[config.mk]
export PLATFORM = sky130hd
export DESIGN_NAME = reg_file_2r1w
export DESIGN_NICKNAME = d
export VERILOG_FILES = /design/src/rtl/rf_pkg.sv /design/src/rtl/rf_read_port.sv /design/src/rtl/reg_file_2r1w.sv
export SDC_FILE = /design/constraint.sdc
export NUM_CORES = 2
export LEC_CHECK = 0
export BUFFER_PORTS_ARGS = -buffer_cell sky130_fd_sc_hd__clkbuf_2
export CAP_MARGIN = 20
export CORE_MARGIN = 5
export CORE_UTILIZATION = 40
export DETAILED_ROUTE_END_ITERATION = 10
export GPL_TIMING_DRIVEN = 0
export HOLD_SLACK_MARGIN = 0.15
export SLEW_MARGIN = 20
export SYNTH_ARGS = -nofsm -noshare
export SYNTH_HDL_FRONTEND = slang
export SYNTH_SLANG_ARGS = --single-unit
[constraint.sdc]
create_clock -name CLK -period 3 [get_ports CLK]
set_input_delay 0.75 -clock CLK [delete_from_list [all_inputs] [get_ports CLK]]
set_output_delay 0.75 -clock CLK [all_outputs]
set_load 0.02 [all_outputs]
[src/rtl/rf_pkg.sv]
// Shared types and constants for the integer register file.
// Defaults for width/depth, the hard-wired zero index, and word/index types.
package rf_pkg;

  localparam int RF_XLEN  = 32;
  localparam int RF_AW    = 5;
  localparam int ZERO_REG = 0;

  typedef logic [RF_AW-1:0]   reg_idx_t;
  typedef logic [RF_XLEN-1:0] word_t;

endpackage

[src/rtl/rf_read_port.sv]
// One registered read port: zero check, write-first bypass,
// and the output register with RST > FLUSH > RE priority.
module rf_read_port
  import rf_pkg::*;
#(
  parameter int XLEN = RF_XLEN,
  parameter int AW   = RF_AW
) (
  input  logic            CLK,
  input  logic            RST,
  input  logic            RE,
  input  logic            FLUSH,
  input  logic [AW-1:0]   RADDR,
  input  logic            WE,
  input  logic [AW-1:0]   WADDR,
  input  logic [XLEN-1:0] WDATA,
  input  logic [XLEN-1:0] ARRAY_DATA,
  output logic [XLEN-1:0] RDATA
);

  logic [XLEN-1:0] sel;

  // r0 check must win over a same-index write to r0
  always_comb begin
    sel = ARRAY_DATA;
    priority case (1'b1)
      (RADDR == AW'(ZERO_REG)):  sel = '0;
      (WE && (WADDR == RADDR)): sel = WDATA;
      default:                  sel = ARRAY_DATA;
    endcase
  end

  always_ff @(posedge CLK) begin
    if (RST) begin
      RDATA <= '0;
    end else if (FLUSH) begin
      RDATA <= '0;
    end else if (RE) begin
      RDATA <= sel;
    end
  end

endmodule

[src/rtl/reg_file_2r1w.sv]
// Integer register file: one write port, two registered read ports
// with write-first bypass; r0 reads as zero.
module reg_file_2r1w
  import rf_pkg::*;
#(
  parameter int XLEN = RF_XLEN,
  parameter int NREG = 32,
  parameter int AW   = RF_AW
) (
  input  logic            CLK,
  input  logic            RST,
  input  logic            WE,
  input  logic [AW-1:0]   WADDR,
  input  logic [XLEN-1:0] WDATA,
  input  logic            RE,
  input  logic            FLUSH,
  input  logic [AW-1:0]   RADDR1,
  input  logic [AW-1:0]   RADDR2,
  output logic [XLEN-1:0] RDATA1,
  output logic [XLEN-1:0] RDATA2,
  output logic            RVALID
);

  logic [XLEN-1:0] mem [NREG];
  logic [XLEN-1:0] arr1;
  logic [XLEN-1:0] arr2;

  assign arr1 = mem[RADDR1];
  assign arr2 = mem[RADDR2];

  always_ff @(posedge CLK) begin
    if (RST) begin
      for (int i = 0; i < NREG; i++) begin
        mem[i] <= '0;
      end
    end else if (WE && (WADDR != AW'(ZERO_REG))) begin
      mem[WADDR] <= WDATA;
    end
  end

  always_ff @(posedge CLK) begin
    if (RST) begin
      RVALID <= 1'b0;
    end else if (FLUSH) begin
      RVALID <= 1'b0;
    end else if (RE) begin
      RVALID <= 1'b1;
    end
  end

  rf_read_port #(
    .XLEN(XLEN),
    .AW  (AW)
  ) u_rp1 (
    .CLK       (CLK),
    .RST       (RST),
    .RE        (RE),
    .FLUSH     (FLUSH),
    .RADDR     (RADDR1),
    .WE        (WE),
    .WADDR     (WADDR),
    .WDATA     (WDATA),
    .ARRAY_DATA(arr1),
    .RDATA     (RDATA1)
  );

  rf_read_port #(
    .XLEN(XLEN),
    .AW  (AW)
  ) u_rp2 (
    .CLK       (CLK),
    .RST       (RST),
    .RE        (RE),
    .FLUSH     (FLUSH),
    .RADDR     (RADDR2),
    .WE        (WE),
    .WADDR     (WADDR),
    .WDATA     (WDATA),
    .ARRAY_DATA(arr2),
    .RDATA     (RDATA2)
  );

endmodule

==> impl_results.md <==
* Die Y at 388 microns
* Finished Core Util at 0.452
* Top delay family on crit path: simple AND/OR/NAND/NOR gates
* Max VDD drop at 0.000534 V
* Worst Hold End: u_rp2.RDATA[0]
* Ys async rst share at 0
* WL final at 187000 microns
* Post-DP HPWL at 148000 microns
* Global route overflow at 0
* Finished Cell Area at 64100 sq um
* Post-synthesis register bit count at 1089
* Root Buffer Master: clkbuf_16
* Vias in the first global route at 36400
* Worst slew pin tran at 1.17 ns
* Hold WS at 0.368 ns
* Fin. max-slew vios at 0
* Post-synth cell types at 43
* Post-route DRC at 0
* Largest cells by area after synthesis: edfxtp_1 54%, mux4_2 15%, and2_1 11%
* Fin crit share at 1.05
* Register-to-register path setup slack at 0.94 ns
* Mapped Cells at 3972
* Sequential area share after synthesis at 0.561
* CP required at 3.33 ns
* Failing checks: setup timing
* P per Cell Area at 571 nW/um^2
* Slew headroom at 0.217
* Reg clk slew, reported paths at 0.07 ns
* Die X at 388 microns
* First-pass GRT wire length at 262000 microns
* Worst Setup SP: WADDR[1]
* Vias per cell at 5.93
* Placer Congestion at 1.02
* DP Worst Slack at -1.09 ns
* Worst setup margin at -0.158 ns
* Slowest cell on crit path: nor2_1
* Most common cell after layout, fill and taps aside: edfxtp_1
* Mapped cell area at 57100 sq um
* Avg WL per Cell at 30.1 microns
* Yosys warning count at 0
* Critical path, cell by cell: clkbuf_1 -> nand3_1 -> nor2_1 -> or2_4
* Via Count at 36900
* CTS tree: done
* Hold Path Class: in2reg
* FF-to-FF Start: mem[19][5]
* Largest area contributor in the netlist: edfxtp_1
* Worst Setup End Kind: register
* Max incr delay on CP at 0.81 ns
* Max Clk Rate at 317 MHz
* DIE AREA at 150000 sq um
* Setup TNS at -28.09 ns
* Share of cells above drive strength 1 at 0.199
* Max Cap Viol at 0
* Setup CP Type: in2reg
* TritonCTS Buffers at 110
* Hold Path Origin: WDATA[0]
* Worst-Skew Late Latency at 0.71 ns
* Mean Syn Cell Area at 14.4 sq um
* WP data arrival at 3.49 ns
* Max FO, Critical Path at 32
* H-tree lvl count at 3
* IO Pins at 117
* Final hold violation count at 0
* Sum of buffers and inverters on the critical path at 1
* RSZ-0062 raised after global routing: true
* # nets final at 4273
* Number of flops mapped to enable cells by yosys at 1024
* Share of the synthesized area in the top cell type at 0.538
* PortBufs at 106
* Routed Antenna Nets at 0
* Depth of the worst hold-timing path at 3
* GRT Util Overall at 0.242
* Dpl cell area at 60200 sq um
* Initial Util at 0.403
* Startpoint types: primary input
* Initial DRT Pass Iterations at 6
* Largest net degree at the start of global routing at 33
* R2r endpoint: u_rp1.RDATA[5]
* TritonCTS Sinks at 1089
* Reg2Reg Depth at 5
* Most frequent cells in the layout: 1024 x edfxtp_1, 995 x and2_1, 384 x mux4_2
* Most used DFF post-synth: edfxtp_1
* Area Overhead vs Synth at 12.2%
* Initial detailed-routing violation count at 4135
* Final Critical Period at 3.16 ns
* Clock Path Buffers at 3
* Outcome: finished with violations
* FP Rows at 138
* Final setup violating endpoints at 427
* Clk_skew at 0.0295 ns
* Static Leak at 22.5 nW
* Initial antenna violation count at 11
* Core ar. at 142000 sq um
## worst reg2reg max path: cells and delay by family (launching register included)
| family | cells | cell delay, ns |
|---|---|---|
| compound gates | 4 | 1.59 |
| flops | 1 | 0.34 |
| mux | 1 | 0.07 |
## cell families (layout without fill, tap and decap cells)
family,Yosys count,count (layout),share of synthesized area
AND/OR/NAND/NOR,1185,1185,0.124
flip-flops,1089,1089,0.561
multiplexers,640,640,0.196
AO/OA/AOI/OAI,616,616,0.0850
buffers and inverters,431,744,0.0319
XOR/XNOR,10,10,0.00153
other,1,45,0.0000656
## power by group
group	internal (mW)	switching, mW
clock	8.42	6.11
sequential	17.4	0.484
combinational	1.60	2.58
total	27.5	9.17
## metrics by stage
step	cells	total power, mW
after floorplan	4003	20.6
after global placement	5999	22.2
after detailed placement	6000	22.3
after CTS	6206	36.6
after global routing	6207	37.6
final	6219	36.6
## sequential cells by signal (all words and copies together), names as in the netlist
register,count
RVALID,1
u_rp1.RDATA,32
mem,1024
u_rp2.RDATA,32
## layout make-up
| cell class | instances | area [sq um] |
|---|---|---|
| diodes | 13 | 32.5 |
| plain buffers | 426 | 1830 |
| clock buffers | 161 | 3270 |
| clock inverters | 46 | 526 |
| fillers | 12600 | 77600 |
| inverters | 4 | 15.0 |
| multi-input cells | 2483 | 23500 |
| flip-flops and latches | 1089 | 32100 |
| well taps | 1890 | 2360 |
| repair buffers | 107 | 551 |
## how the worst max path moves through the flow
stage,cells after the start,slack [ns],to
final,4,-0.16,mem[31][12]
after detailed placement,8,-1.09,u_rp2.RDATA[18]
after CTS,5,0.001,mem[13][11]
after global routing,5,-0.16,mem[23][18]
after global placement,6,-1.16,u_rp2.RDATA[1]
after floorplan,6,0.41,mem[12][0]
## per-layer routing
| metal | up-vias | GRT usage | share of wire |
|---|---|---|---|
| met5 | - | 0 | 0.00013 |
| met4 | 4 | 0.0736 | 0.031 |
| met3 | 234 | 0.0641 | 0.10 |
| met2 | 1711 | 0.388 | 0.46 |
| met1 | 19000 | 0.325 | 0.40 |
| li1 | 15900 | - | - |
## timing repair
item,4_1_cts,5_1_grt
setup endpoints to repair,707,579
gates resized for setup,28,46
cloned,0,0
setup buffers,0,0
endpoints found under the hold margin,0,0
hold buffers,0,0
## Yosys cell counts, types with 2 or more instances
library cell	count
edfxtp_1	1024
and2_1	995
mux4_2	384
clkbuf_1	312
mux2i_1	256
a221oi_1	160
a22o_1	96
buf_2	71
nor2_1	68
nand2_1	67
dfxtp_1	65
a21oi_1	64
a22oi_1	64
o21ai_0	55
o21ai_1	43
a2111o_1	32
o21a_1	32
o221ai_1	32
or2_2	31
o211ai_2	28
buf_1	20
buf_4	16
xnor2_1	10
buf_6	7
nand3b_1	5
o211ai_1	5
inv_1	4
nor2b_1	4
nand3_1	2
nand4_1	2
nor3_1	2
nor3_2	2
o211a_1	2
o21ai_2	2
or3b_2	2
No activity file was read; power rests on OpenSTA's default activity.
